==> src/rtl/fifo_wr_arbiter_if.sv <==
// fifo_wr_arbiter_if
//   Bundles the requester handshake, the FIFO write port and the status
//   signals of fifo_wr_arbiter.
//   slave  : arbiter side (drives req_ready, fifo_wr_en, fifo_din,
//            grant_valid, grant_id, err_overlen).
//   master : environment side (drives req_valid, req_last, req_data,
//            fifo_full, fifo_prog_full, err_clr).
interface fifo_wr_arbiter_if #(
  parameter int NUM_REQ    = 4,
  parameter int DATA_WIDTH = 32
);
  localparam int ID_W = (NUM_REQ > 1) ? $clog2(NUM_REQ) : 1;

  logic [NUM_REQ-1:0]            req_valid;
  logic [NUM_REQ-1:0]            req_last;
  logic [NUM_REQ*DATA_WIDTH-1:0] req_data;
  logic [NUM_REQ-1:0]            req_ready;
  logic                          fifo_wr_en;
  logic [DATA_WIDTH-1:0]         fifo_din;
  logic                          fifo_full;
  logic                          fifo_prog_full;
  logic                          grant_valid;
  logic [ID_W-1:0]               grant_id;
  logic                          err_overlen;
  logic                          err_clr;

  modport slave (
    input  req_valid, req_last, req_data, fifo_full, fifo_prog_full, err_clr,
    output req_ready, fifo_wr_en, fifo_din, grant_valid, grant_id, err_overlen
  );

  modport master (
    output req_valid, req_last, req_data, fifo_full, fifo_prog_full, err_clr,
    input  req_ready, fifo_wr_en, fifo_din, grant_valid, grant_id, err_overlen
  );
endinterface

==> src/rtl/fifo_wr_arbiter.sv <==
// fifo_wr_arbiter
//   Round-robin, packet-locked arbiter sharing one FIFO write port between
//   NUM_REQ requesters. A grant is held from first to last beat so packets
//   never interleave. New packets start only while fifo_prog_full is low.
//   A grant that reaches MAX_PKT_BEATS accepted beats without last is
//   released and flags err_overlen (sticky, cleared by err_clr).
// Ports:
//   clk   : clock
//   reset : asynchronous active-high reset
//   bus   : fifo_wr_arbiter_if.slave
//           req_valid/req_last/req_data in, req_ready out (one-hot or zero)
//           fifo_wr_en/fifo_din out, fifo_full/fifo_prog_full in
//           grant_valid/grant_id/err_overlen out, err_clr in
module fifo_wr_arbiter #(
  parameter int NUM_REQ       = 4,
  parameter int DATA_WIDTH    = 32,
  parameter int MAX_PKT_BEATS = 64
) (
  input  logic               clk,
  input  logic               reset,
  fifo_wr_arbiter_if.slave   bus
);

  localparam int ID_W  = (NUM_REQ > 1) ? $clog2(NUM_REQ) : 1;
  localparam int CNT_W = $clog2(MAX_PKT_BEATS + 1);

  typedef enum logic {
    IDLE,
    LOCKED
  } state_t;

  state_t            state_q, state_d;
  logic [ID_W-1:0]   grant_id_q, grant_id_d;
  logic [ID_W-1:0]   rr_last_q, rr_last_d;
  logic [CNT_W-1:0]  beat_cnt_q, beat_cnt_d;
  logic              err_q, err_d;

  logic              pick_found;
  logic [ID_W-1:0]   pick_id;
  logic              valid_g;
  logic              last_g;
  logic [DATA_WIDTH-1:0] din_g;
  logic [NUM_REQ-1:0] ready;
  logic              wr_en;
  logic              set_err;

  // Round-robin pick: scan rr_last+1, rr_last+2, ... wrapping modulo NUM_REQ.
  always_comb begin
    int unsigned idx;
    logic [ID_W-1:0] cand;
    pick_found = 1'b0;
    pick_id    = '0;
    idx        = 0;
    cand       = '0;
    for (int unsigned off = 1; off <= NUM_REQ; off++) begin
      idx  = (32'(rr_last_q) + off) % NUM_REQ;
      cand = ID_W'(idx);
      if (!pick_found && bus.req_valid[cand]) begin
        pick_found = 1'b1;
        pick_id    = cand;
      end
    end
  end

  // Granted requester's beat, selected combinationally from grant_id.
  always_comb begin
    din_g   = '0;
    valid_g = 1'b0;
    last_g  = 1'b0;
    for (int unsigned i = 0; i < NUM_REQ; i++) begin
      if (ID_W'(i) == grant_id_q) begin
        din_g   = bus.req_data[i*DATA_WIDTH +: DATA_WIDTH];
        valid_g = bus.req_valid[i];
        last_g  = bus.req_last[i];
      end
    end
  end

  always_comb begin
    state_d    = state_q;
    grant_id_d = grant_id_q;
    rr_last_d  = rr_last_q;
    beat_cnt_d = beat_cnt_q;
    ready      = '0;
    wr_en      = 1'b0;
    set_err    = 1'b0;

    unique case (state_q)
      IDLE: begin
        if (pick_found && !bus.fifo_prog_full) begin
          state_d    = LOCKED;
          grant_id_d = pick_id;
        end
      end
      LOCKED: begin
        ready[grant_id_q] = ~bus.fifo_full;
        wr_en             = valid_g & ~bus.fifo_full;
        if (wr_en) begin
          // Release when last arrives or when this beat is the MAX_PKT_BEATS-th;
          // last on the limit beat counts as a normal release.
          if (last_g || (beat_cnt_q == CNT_W'(MAX_PKT_BEATS - 1))) begin
            state_d    = IDLE;
            rr_last_d  = grant_id_q;
            beat_cnt_d = '0;
            set_err    = ~last_g;
          end else begin
            beat_cnt_d = beat_cnt_q + 1'b1;
          end
        end
      end
      default: state_d = IDLE;
    endcase

    // Set has priority over clear.
    if (set_err) begin
      err_d = 1'b1;
    end else if (bus.err_clr) begin
      err_d = 1'b0;
    end else begin
      err_d = err_q;
    end
  end

  always_ff @(posedge clk or posedge reset) begin
    if (reset) begin
      state_q    <= IDLE;
      grant_id_q <= '0;
      rr_last_q  <= ID_W'(NUM_REQ - 1);
      beat_cnt_q <= '0;
      err_q      <= 1'b0;
    end else begin
      state_q    <= state_d;
      grant_id_q <= grant_id_d;
      rr_last_q  <= rr_last_d;
      beat_cnt_q <= beat_cnt_d;
      err_q      <= err_d;
    end
  end

  assign bus.req_ready   = ready;
  assign bus.fifo_wr_en  = wr_en;
  assign bus.fifo_din    = din_g;
  assign bus.grant_valid = (state_q == LOCKED);
  assign bus.grant_id    = grant_id_q;
  assign bus.err_overlen = err_q;

endmodule

==> src/flat_wrapper.sv <==
// flat-port wrapper written by rule: the top's interface ports become plain ports
module fifo_wr_arbiter_flat 
#(
  parameter int NUM_REQ       = 4,
  parameter int DATA_WIDTH    = 32,
  parameter int MAX_PKT_BEATS = 64
)
  (clk, reset, bus_req_valid, bus_req_last, bus_req_data, bus_fifo_full, bus_fifo_prog_full, bus_err_clr, bus_req_ready, bus_fifo_wr_en, bus_fifo_din, bus_grant_valid, bus_grant_id, bus_err_overlen);
  fifo_wr_arbiter_if #(.NUM_REQ(NUM_REQ), .DATA_WIDTH(DATA_WIDTH)) bus_i ();
  input  logic clk;
  input  logic reset;
  input wire logic [$bits(bus_i.req_valid)-1:0] bus_req_valid;
  input wire logic [$bits(bus_i.req_last)-1:0] bus_req_last;
  input wire logic [$bits(bus_i.req_data)-1:0] bus_req_data;
  input wire logic [$bits(bus_i.fifo_full)-1:0] bus_fifo_full;
  input wire logic [$bits(bus_i.fifo_prog_full)-1:0] bus_fifo_prog_full;
  input wire logic [$bits(bus_i.err_clr)-1:0] bus_err_clr;
  output wire logic [$bits(bus_i.req_ready)-1:0] bus_req_ready;
  output wire logic [$bits(bus_i.fifo_wr_en)-1:0] bus_fifo_wr_en;
  output wire logic [$bits(bus_i.fifo_din)-1:0] bus_fifo_din;
  output wire logic [$bits(bus_i.grant_valid)-1:0] bus_grant_valid;
  output wire logic [$bits(bus_i.grant_id)-1:0] bus_grant_id;
  output wire logic [$bits(bus_i.err_overlen)-1:0] bus_err_overlen;
  assign bus_i.req_valid = bus_req_valid;
  assign bus_i.req_last = bus_req_last;
  assign bus_i.req_data = bus_req_data;
  assign bus_i.fifo_full = bus_fifo_full;
  assign bus_i.fifo_prog_full = bus_fifo_prog_full;
  assign bus_i.err_clr = bus_err_clr;
  assign bus_req_ready = bus_i.req_ready;
  assign bus_fifo_wr_en = bus_i.fifo_wr_en;
  assign bus_fifo_din = bus_i.fifo_din;
  assign bus_grant_valid = bus_i.grant_valid;
  assign bus_grant_id = bus_i.grant_id;
  assign bus_err_overlen = bus_i.err_overlen;
  fifo_wr_arbiter #(.NUM_REQ(NUM_REQ), .DATA_WIDTH(DATA_WIDTH), .MAX_PKT_BEATS(MAX_PKT_BEATS)) u_core (.clk(clk), .reset(reset), .bus(bus_i));
endmodule
==> config.mk <==
export PLATFORM = sky130hd
export DESIGN_NAME = fifo_wr_arbiter_flat
export DESIGN_NICKNAME = d
export VERILOG_FILES = /design/src/rtl/fifo_wr_arbiter_if.sv /design/src/rtl/fifo_wr_arbiter.sv /design/src/flat_wrapper.sv
export SDC_FILE = /design/constraint.sdc
export NUM_CORES = 1
export LEC_CHECK = 0
export BUFFER_PORTS_ARGS = -buffer_cell sky130_fd_sc_hd__buf_2
export CORE_AREA = 2 2 71 73
export CTS_CLUSTER_SIZE = 25
export DETAILED_ROUTE_END_ITERATION = 6
export DIE_AREA = 0 0 73 75
export GPL_TIMING_DRIVEN = 1
export PLACE_DENSITY = 0.86
export SLEW_MARGIN = 15
export SYNTH_ARGS = -nofsm -noshare
export SYNTH_HDL_FRONTEND = slang
export SYNTH_SLANG_ARGS = --single-unit
==> constraint.sdc <==
create_clock -name clk -period 2.47 [get_ports clk]
set_input_delay 0.494 -clock clk [delete_from_list [all_inputs] [get_ports clk]]
set_output_delay 0.494 -clock clk [all_outputs]
set_load 0.01 [all_outputs]
==> out/results.txt, run 1 <==
CP Max Fanout: 37
routed wl met2: 3320 um
post-CTS sizing: 0
post-synthesis sequential area ratio: 21.7%
worst slew pin tran: 0.485 ns
Setup CP Type: register to output pin
Antenna Cells: 0
hold_ws: 0.267 ns
reg2reg path depth: 5
fin cells: 354
Psw: 0.991 mW
Die Width: 73 um
vias in the first global route: 1868
CP Launch Type: register
core area: 4660 um2
Sink Count: 13
Avg WL per Cell: 17.9 um
final setup vio count: 0
DRT iter0 DRCs: 89
die area: 5480 um2
reg-to-reg slack, setup: 0.49 ns
fraction of layout cells with a size suffix above 1: 76.3%
M1 wire length: 2250 um
register bit total from synthesis: 13
Final Hold Viols: 0
setup tns final: 0 ns
pwr/cell area: 934 nW/um2
synthesis-to-layout area growth: 67.2%
f_max: 459 MHz
Post-CTS Setup Inserts: 0
static leakage: 1.28 nW
Cells after Synth: 121
H-tree depth: 1
switching share of power: 42.0%
unrepaired setup endpoints after global routing: false
minimum clock period: 2.18 ns
gr usage total: 22.1%
maximum buffer depth of the clock tree: 2
post-route ant nets: 0
WL final: 6330 um
clk_skew: 0.00255 ns
Netlist Area Pre-Place: 1510 um2
Site Rows: 25
Post-Syn Area per Cell: 12.5 um2
CTS Hold Bufs: 0
Initial Utilization: 32.4%
hold crit path type: input pin to asynchronous set/reset pin
Worst Setup End Kind: output pin
routed wl met3: 609 um
cts bufs inserted: 3
Clock power frac: 7.9%
top layer in use: met5
fin. max-slew vios: 0
Reg clk slew, reported paths: 0.05 ns
Reg power frac: 15.6%
via count: 1887
Boundary Pins: 182
die span in y: 75 um
yosys warns: 0
crit share post-route: 88.3%
Post-route DRC: 0
GP Congestion: 0.864
Port Buf Inserts: 181
Synth cell types: 29
pin count of the biggest net entering global routing: 42
critical path startpoint: u_core.bus.grant_id[1]
crit path DAT: 1.69 ns
Combinational Power Share: 76.5%
GR Overflow Total: 0
Max VDD drop: 0.898 mV
internal power: 1.37 mW
Worst slew margin: 67.7%
synthesized net count: 263
nets: 443
Post-DP HPWL: 5520 um
Root Buffer: clkbuf_8
Worst-Skew Late Latency: 0.24 ns
MaxCap Viol Count: 0
DRT Pass-1 Iters: 5
initial antenna violation count: 1
first-pass GRT wire length: 9070 um
status: finished clean
DP Cell Count: 350
Req. time, crit path: 1.98 ns
total power: 2.36 mW
via/cell ratio: 5.33
Reg2Reg Launch Point: u_core.bus.grant_id[0]
TritonCTS clock tree: done
[layer usage]
| metal | up-vias | global-route usage, % |
|---|---|---|
| li1 | 855 | - |
| met1 | 908 | 26.0 |
| met2 | 104 | 37.9 |
| met3 | 18 | 7.10 |
| met4 | 2 | 8.02 |
| met5 | - | 0 |
[power groups by stage]
| stage | Clock, mW | Sequential, mW | Combinational, mW |
|---|---|---|---|
| after floorplan | 0 | 0.367 | 1.21 |
| after CTS | 0.192 | 0.366 | 1.82 |
| final | 0.187 | 0.367 | 1.81 |
| after detailed placement | 0 | 0.369 | 1.81 |
| after global placement | 0 | 0.365 | 1.77 |
| after global routing | 0.202 | 0.378 | 1.95 |
[stage by stage]
stage | area [um2] | worst slack, ns | utilization (%)
after floorplan | 1510 | 0.331 | -
after global placement | 2480 | 0.558 | 53.3
after global routing | 2530 | 0.235 | 54.2
after CTS | 2530 | 0.294 | 54.2
final | 2530 | 0.290 | 54.2
after detailed placement | 2480 | 0.498 | 53.3
[worst paths after layout]
| kind | endpoint |
|---|---|
| setup / recovery | bus_fifo_din[28] |
| hold / removal | u_core.bus.err_overlen |
| setup reg to reg | u_core.rr_last_q[1] |
| hold reg to reg | u_core.beat_cnt_q[6] |
| max in group asynchronous | u_core.bus.grant_id[0] |
| min in group clk | u_core.bus.err_overlen |
[sequential cells by signal, indices dropped and copies added (netlist names)]
register	count
u_core.bus.grant_valid	1
u_core.bus.err_overlen	1
u_core.beat_cnt_q	7
u_core.rr_last_q	2
u_core.bus.grant_id	2
[final cells by class]
| cell class | count | area [um2] |
|---|---|---|
| fillers | 438 | 2130 |
| multi-input cells | 95 | 1130 |
| repair buffers | 184 | 941 |
| flip-flops and latches | 13 | 329 |
| well taps | 54 | 67.6 |
| clock buffers | 4 | 45.0 |
| inverters | 4 | 15.0 |
[cells in the final DEF, fill, tap and decap left out]
| master | synthesis | final |
|---|---|---|
| inv_1 | 4 | 4 |
| mux2_2 | 4 | 4 |
| nand2b_1 | 4 | 4 |
| a21oi_2 | 1 | 1 |
| dfrtp_2 | 0 | 1 |
| buf_12 | 0 | 1 |
| a31oi_1 | 1 | 1 |
| o31ai_1 | 1 | 1 |
| clkbuf_1 | 3 | 1 |
| o21a_1 | 1 | 1 |
| ha_1 | 1 | 1 |
| a21o_1 | 1 | 1 |
| mux4_2 | 34 | 34 |
| nor2_1 | 10 | 10 |
| o21ai_0 | 9 | 9 |
| nand2_1 | 8 | 8 |
| dfrtp_1 | 11 | 10 |
| clkbuf_8 | 0 | 3 |
| nor2b_1 | 4 | 4 |
| o311ai_0 | 1 | 1 |
| buf_2 | 4 | 181 |
| or4_1 | 1 | 1 |
| nor3b_1 | 1 | 1 |
| and3_1 | 2 | 2 |
| or3_1 | 1 | 1 |
| a21oi_1 | 2 | 2 |
| a22o_1 | 1 | 1 |
| dfstp_2 | 2 | 2 |
| nand3_1 | 3 | 3 |
| and3b_1 | 2 | 2 |
| buf_4 | 0 | 2 |
| o22ai_1 | 2 | 2 |
[cell families (layout without fill, tap and decap cells)]
kind of cell,count (synthesis),in the layout,synth area share [%]
multiplexers,38,38,53.6
AND/OR/NAND/NOR,36,36,12.2
flip-flops,13,13,21.7
AO/OA/AOI/OAI,20,20,8.11
adder cells (fa/ha/maj),1,1,0.828
buffers and inverters,13,192,3.56
[synth_stat cells, drive strengths merged]
cell | n | share of area [%]
mux4 | 34 | 51
dfrtp | 11 | 18
nor2 | 10 | 2.5
o21ai | 9 | 3.0
nand2 | 8 | 2.0
buf | 6 | 1.8
inv | 4 | 0.99
mux2 | 4 | 3.0
nand2b | 4 | 1.7
nor2b | 4 | 1.7
a21oi | 3 | 1.2
clkbuf | 3 | 0.74
nand3 | 3 | 0.99
and3 | 2 | 0.83
and3b | 2 | 1.2
dfstp | 2 | 3.5
o22ai | 2 | 0.83
a21o | 1 | 0.50
a22o | 1 | 0.58
a31oi | 1 | 0.41
ha | 1 | 0.83
nor3b | 1 | 0.50
o21a | 1 | 0.50
o311ai | 1 | 0.58
o31ai | 1 | 0.50
or3 | 1 | 0.41
or4 | 1 | 0.50
[critical path: stages (launching register included)]
cell and delay, ns:
dfrtp_1 0.42, buf_4 0.44, mux4_2 0.41, buf_2 0.16
Power figures use the tool's default switching activity.
==> inputs of run 2 (changes only) <==
Settings changed: REMOVE_ABC_BUFFERS from default to 1.
==> out/results.txt, run 2 (synthesis results as in run 1) <==
via count: 1941 (was 1887)
pwr/cell area: 945 nW/um2 (was 934 nW/um2)
Req. time, crit path: 1.98 ns (about the same)
Antenna Cells: 0 (unchanged)
unrepaired setup endpoints after global routing: false (unchanged)
Worst Setup End Kind: output pin (unchanged)
WL final: 6840 um (was 6330 um)
synthesis-to-layout area growth: 68.3% (was 67.2%)
die area: 5480 um2 (unchanged)
reg2reg path depth: 4 (was 5)
area post-placement: 2500 um2 (was 2480 um2)
commonest non-fill, non-tap cell in the layout: buf_2 (unchanged)
Site Rows: 25 (unchanged)
Post-DP HPWL: 6060 um (was 5520 um)
clk_skew: 0.00437 ns (was 0.00255 ns)
H-tree depth: 1 (unchanged)
M1 wire length: 2740 um (was 2250 um)
Max VDD drop: 0.823 mV (was 0.898 mV)
fin. max-slew vios: 0 (unchanged)
Setup WS post-layout: 0.255 ns (was 0.290 ns)
DRT Pass-1 Iters: 6 (was 5)
initial antenna violation count: 2 (was 1)
Post-route DRC: 0 (unchanged)
Setup CP Type: register to output pin (unchanged)
Port Buf Inserts: 181 (unchanged)
top layer in use: met5 (unchanged)
nets: 445 (was 443)
Root Buffer: clkbuf_8 (unchanged)
f_max: 451 MHz (was 459 MHz)
Avg WL per Cell: 19.2 um (was 17.9 um)
CP Launch Type: register (unchanged)
status: finished clean (unchanged)
crit path DAT: 1.72 ns (was 1.69 ns)
Worst-Skew Late Latency: 0.24 ns (about the same)
CP Max Fanout: 14 (was 37)
gr usage total: 24.1% (was 22.1%)
hold crit path type: input pin to asynchronous set/reset pin (unchanged)
Largest Register: u_core.beat_cnt_q (unchanged)
core area: 4660 um2 (unchanged)
Reg2Reg Launch Point: u_core.bus.grant_id[0] (unchanged)
post-CTS sizing: 0 (unchanged)
routed wl met3: 571 um (was 609 um)
Post-CTS Setup Inserts: 0 (unchanged)
static leakage: 1.29 nW (was 1.28 nW)
via/cell ratio: 5.45 (was 5.33)
Sink Count: 13 (unchanged)
crit share post-route: 89.7% (was 88.3%)
Die Width: 73 um (unchanged)
max FFs per register: 7 (unchanged)
first-pass GRT wire length: 9690 um (was 9070 um)
cts bufs inserted: 3 (unchanged)
hold_ws: 0.263 ns (was 0.267 ns)
final setup vio count: 0 (unchanged)
Reg clk slew, reported paths: 0.06 ns (was 0.05 ns)
slowest CP cell: mux4_2 (was buf_4)
maximum buffer depth of the clock tree: 2 (unchanged)
post-route ant nets: 0 (unchanged)
Worst slew margin: 67.2% (was 67.7%)
setup tns final: 0 ns (unchanged)
pin count of the biggest net entering global routing: 23 (was 42)
GP Congestion: 0.968 (was 0.864)
post-route cell area: 2540 um2 (was 2530 um2)
total power: 2.40 mW (was 2.36 mW)
Crit path largest cell delay: 0.54 ns (was 0.44 ns)
fraction of layout cells with a size suffix above 1: 76.8% (was 76.3%)
CTS Hold Bufs: 0 (unchanged)
worst slew pin tran: 0.491 ns (was 0.485 ns)
Boundary Pins: 182 (unchanged)
critical-path cell list: buf_4 > mux4_2 > buf_2 (unchanged)
minimum clock period: 2.22 ns (was 2.18 ns)
Initial Utilization: 32.4% (unchanged)
GR Overflow Total: 0 (unchanged)
vias in the first global route: 1826 (was 1868)
pre-CTS WS: 0.495 ns (was 0.498 ns)
TritonCTS clock tree: done (unchanged)
critical path startpoint: u_core.bus.grant_id[0] (was u_core.bus.grant_id[1])
DRT iter0 DRCs: 71 (was 89)
most frequent cells in the layout: buf_2, mux4_2, nor2_1 (was buf_2, mux4_2, nor2_1, dfrtp_1, o21ai_0)
reg-to-reg slack, setup: 0.66 ns (was 0.49 ns)
MaxCap Viol Count: 0 (unchanged)
Final Hold Viols: 0 (unchanged)
die span in y: 75 um (unchanged)
routed wl met2: 3470 um (was 3320 um)
run 2: changes by cell type in the layout (fill, tap and decap cells not counted), sizes merged:
cell,previous run,this run
buf,184,186
run 2: layout make-up:
class | instances | area, um2
inverters | 4 | 15.0
multi-input cells | 95 | 1130
flip-flops and latches | 13 | 330
repair buffers | 186 | 956
clock buffers | 4 | 45.0
well taps | 54 | 67.6
fillers | 419 | 2120
run 2: power breakdown:
part	leakage, nW	switching (mW)	internal [mW]
clock	0.0228	0.0765	0.114
sequential	0.158	0.101	0.298
combinational	1.11	0.838	0.978
run 2: through the flow:
step / utilization (%) / cells
4_1_cts: 54.6 / 356
6_report: 54.6 / 356
5_1_grt: 54.6 / 356
3_3_place_gp: 53.6 / 352
2_1_floorplan: - / 112
3_5_place_dp: 53.6 / 352
run 2: final timing paths:
check                                    endpoint
max                               bus_fifo_din[3]
min                          u_core.beat_cnt_q[0]
max reg2reg                   u_core.rr_last_q[1]
min reg2reg                  u_core.beat_cnt_q[6]
max in group asynchronous  u_core.bus.grant_id[1]
min in group clk           u_core.bus.err_overlen
run 2: per-layer routing:
layer | GRT usage, % | vias up
met1 | 31.4 | 946
met2 | 42.9 | 122
met4 | 3.29 | 4
met5 | 0 | -
met3 | 4.55 | 12
li1 | - | 857
run 2: critical path, delay by kind of cell, from the launching register on:
| kind | cells | cell delay, ns |
|---|---|---|
| buffers and inverters | 2 | 0.46 |
| flip-flops | 1 | 0.46 |
| multiplexers | 1 | 0.54 |
==> inputs of run 3 (changes only) <==
Settings changed: ABC_AREA from default to 1, CORE_AREA 2 2 71 73 to 2 2 74 76, DIE_AREA 0 0 73 75 to 0 0 76 78, PLACE_DENSITY 0.86 to 0.87.
==> out/results.txt, run 3 <==
status: finished clean (unchanged)
Worst Setup End Kind: output pin (unchanged)
Max VDD drop: 0.668 mV (was 0.823 mV)
largest area contributor in the netlist: nand2_1 (was mux4_2)
reg-to-reg slack, setup: 0.51 ns (was 0.66 ns)
commonest non-fill, non-tap cell in the layout: buf_2 (unchanged)
crit share post-route: 97.1% (was 89.7%)
DRT Pass-1 Iters: 5 (was 6)
static leakage: 1.59 nW (was 1.29 nW)
crit path DAT: 1.90 ns (was 1.72 ns)
multi-input logic area: 1320 um2 (was 1130 um2)
post-route ant nets: 0 (unchanged)
Reg2Reg Launch Point: u_core.bus.grant_id[1] (was u_core.bus.grant_id[0])
worst slew pin tran: 0.598 ns (was 0.491 ns)
CTS Hold Bufs: 0 (unchanged)
MaxCap Viol Count: 0 (unchanged)
pin count of the biggest net entering global routing: 34 (was 23)
number of enable flip-flop cells after synthesis: 0 (unchanged)
hold crit path type: input pin to asynchronous set/reset pin (unchanged)
total power: 2.95 mW (was 2.40 mW)
yosys warns: 0 (unchanged)
Final Hold Viols: 0 (unchanged)
Req. time, crit path: 1.98 ns (about the same)
setup tns final: 0 ns (unchanged)
Reg clk slew, reported paths: 0.06 ns (about the same)
via count: 2934 (was 1941)
most frequent cells after synthesis: nand2_1, nand3_1, nand4_1, nor2_1, a21oi_1 (was mux4_2, dfrtp_1, nor2_1, o21ai_0, nand2_1)
Boundary Pins: 182 (unchanged)
Site Rows: 26 (was 25)
Root Buffer: clkbuf_8 (unchanged)
maximum buffer depth of the clock tree: 2 (unchanged)
f_max: 417 MHz (was 451 MHz)
Post-Syn Area per Cell: 5.78 um2 (was 12.5 um2)
H-tree depth: 1 (unchanged)
core area: 5040 um2 (was 4660 um2)
nets: 631 (was 445)
top-count cell post-synth: nand2_1 (was mux4_2)
register bit total from synthesis: 13 (unchanged)
CP Launch Type: register (unchanged)
final setup vio count: 0 (unchanged)
pwr/cell area: 1040 nW/um2 (was 945 nW/um2)
GR Overflow Total: 0 (unchanged)
synthesis-to-layout area growth: 57.5% (was 68.3%)
WL final: 8450 um (was 6840 um)
Port Buf Inserts: 181 (unchanged)
post-synthesis sequential area ratio: 18.2% (was 21.7%)
die span in y: 78 um (was 75 um)
most frequent cells in the layout: buf_2, nand2_1, nand3_1 (was buf_2, mux4_2, nor2_1)
Sink Count: 13 (unchanged)
TritonCTS clock tree: done (unchanged)
top cell type's share of synthesized area: 26.0% (was 50.7%)
Netlist Area Pre-Place: 1800 um2 (was 1510 um2)
initial antenna violation count: 4 (was 2)
Reg area: 329 um2 (was 330 um2)
minimum clock period: 2.40 ns (was 2.22 ns)
Largest Register: u_core.beat_cnt_q (unchanged)
via/cell ratio: 5.24 (was 5.45)
Post-DP HPWL: 6520 um (was 6060 um)
Worst slew margin: 60.1% (was 67.2%)
Die Width: 76 um (was 73 um)
Post-route DRC: 0 (unchanged)
fin. max-slew vios: 0 (unchanged)
fraction of layout cells with a size suffix above 1: 45.5% (was 76.8%)
GP Congestion: 0.966 (was 0.968)
Cells after Synth: 312 (was 121)
max FFs per register: 7 (unchanged)
fillers: 502 (was 419)
Initial Utilization: 35.8% (was 32.4%)
CP Max Fanout: 7 (was 14)
Synth cell types: 32 (was 29)
reg2reg path depth: 7 (was 4)
vias in the first global route: 2699 (was 1826)
cts bufs inserted: 3 (unchanged)
Async SR Flop Fraction: 100% (unchanged)
Avg WL per Cell: 15.1 um (was 19.2 um)
first-pass GRT wire length: 12700 um (was 9690 um)
clk_skew: 0.00147 ns (was 0.00437 ns)
die area: 5930 um2 (was 5480 um2)
Reg-to-Reg End: u_core.rr_last_q[1] (unchanged)
ys flop type: dfrtp_1 (unchanged)
gr usage total: 26.2% (was 24.1%)
DRT iter0 DRCs: 156 (was 71)
Setup CP Type: register to output pin (unchanged)
Worst-Skew Late Latency: 0.25 ns (was 0.24 ns)
dominant cells by area after synthesis: nand2_1, dfrtp_1, nand3_1, nand4_1, a221oi_1 (was mux4_2, dfrtp_1, dfstp_2, o21ai_0, mux2_2)
-- run 3: cell count changes in the layout (fill, tap and decap cells not counted), moves of 11 or more --
cell and delta:
nand3_1 +33, nand4_1 +26, a21oi_1 +13, a221oi_1 +11
nand2_1 +117, mux4_2 -34
-- run 3: what timing repair did --
item | in CTS | in global routing
endpoints found under the setup margin | 0 | 31
setup buffers | 0 | 4
gates resized for setup | 0 | 5
-- run 3: report_power, final --
group          switching (mW)  internal [mW]  leakage (nW)
Clock                  0.0789          0.114        0.0228
Sequential              0.121          0.299         0.162
Combinational            1.45          0.890          1.40
Total                    1.65           1.30          1.59
-- run 3: worst max-delay path, cell delays in order (launching register included) --
cell and delay [ns]:
dfrtp_1 0.46, nand2_1 0.23, clkinvlp_4 0.21, buf_4 0.18, a221oi_1 0.30, a21oi_1 0.12, buf_2 0.16
-- run 3: area by class of cell --
class                      instances  share of cell area (%)
sequential                        13                    11.6
clock buffer                       4                    1.59
timing repair buffer             190                    34.3
antenna                            2                   0.176
inverter                          19                    2.73
multi-input combinational        262                    46.6
tap                               70                    3.08
-- run 3: routing by layer --
metal	part of all wire, %	up-vias	GRT usage, %
li1	-	1414	-
met1	38	1324	30.6
met2	49	173	46.2
met3	11	17	8.95
met4	1.2	6	6.73
met5	0.49	-	0
-- run 3: kinds of logic after synthesis --
logic type      count (synthesis)  share of synthesized area (%)
xor+xnor                        3                           1.46
buf+inv                        37                           8.88
flops                          13                           18.2
fa+ha+maj                       1                          0.694
simple gates                  221                           56.7
compound gates                 37                           14.1
-- run 3: metrics by stage --
stage / instance area, um2 / utilization (%) / setup slack [ns] / instances / hold slack, ns
after floorplan: 1710 / - / 0.0322 / 294 / 0.370
after global placement: 2750 / 54.4 / 0.428 / 550 / 0.512
after CTS: 2790 / 55.3 / 0.0609 / 554 / 0.288
after global routing: 2840 / 56.2 / -0.0314 / 558 / 0.323
after detailed placement: 2750 / 54.4 / 0.349 / 550 / 0.526
final: 2840 / 56.3 / 0.0714 / 560 / 0.279
-- run 3: how the worst max path moves through the flow --
stage | from | endpoint | slack, ns
after floorplan | u_core.bus.grant_id[0] | bus_fifo_din[10] | 0.03
after global placement | u_core.bus.grant_id[0] | bus_fifo_din[20] | 0.43
after detailed placement | u_core.bus.grant_id[1] | bus_fifo_din[13] | 0.35
after CTS | u_core.bus.grant_id[0] | bus_fifo_din[20] | 0.06
after global routing | u_core.bus.grant_id[1] | bus_fifo_din[1] | -0.03
final | u_core.bus.grant_id[1] | bus_fifo_din[1] | 0.07
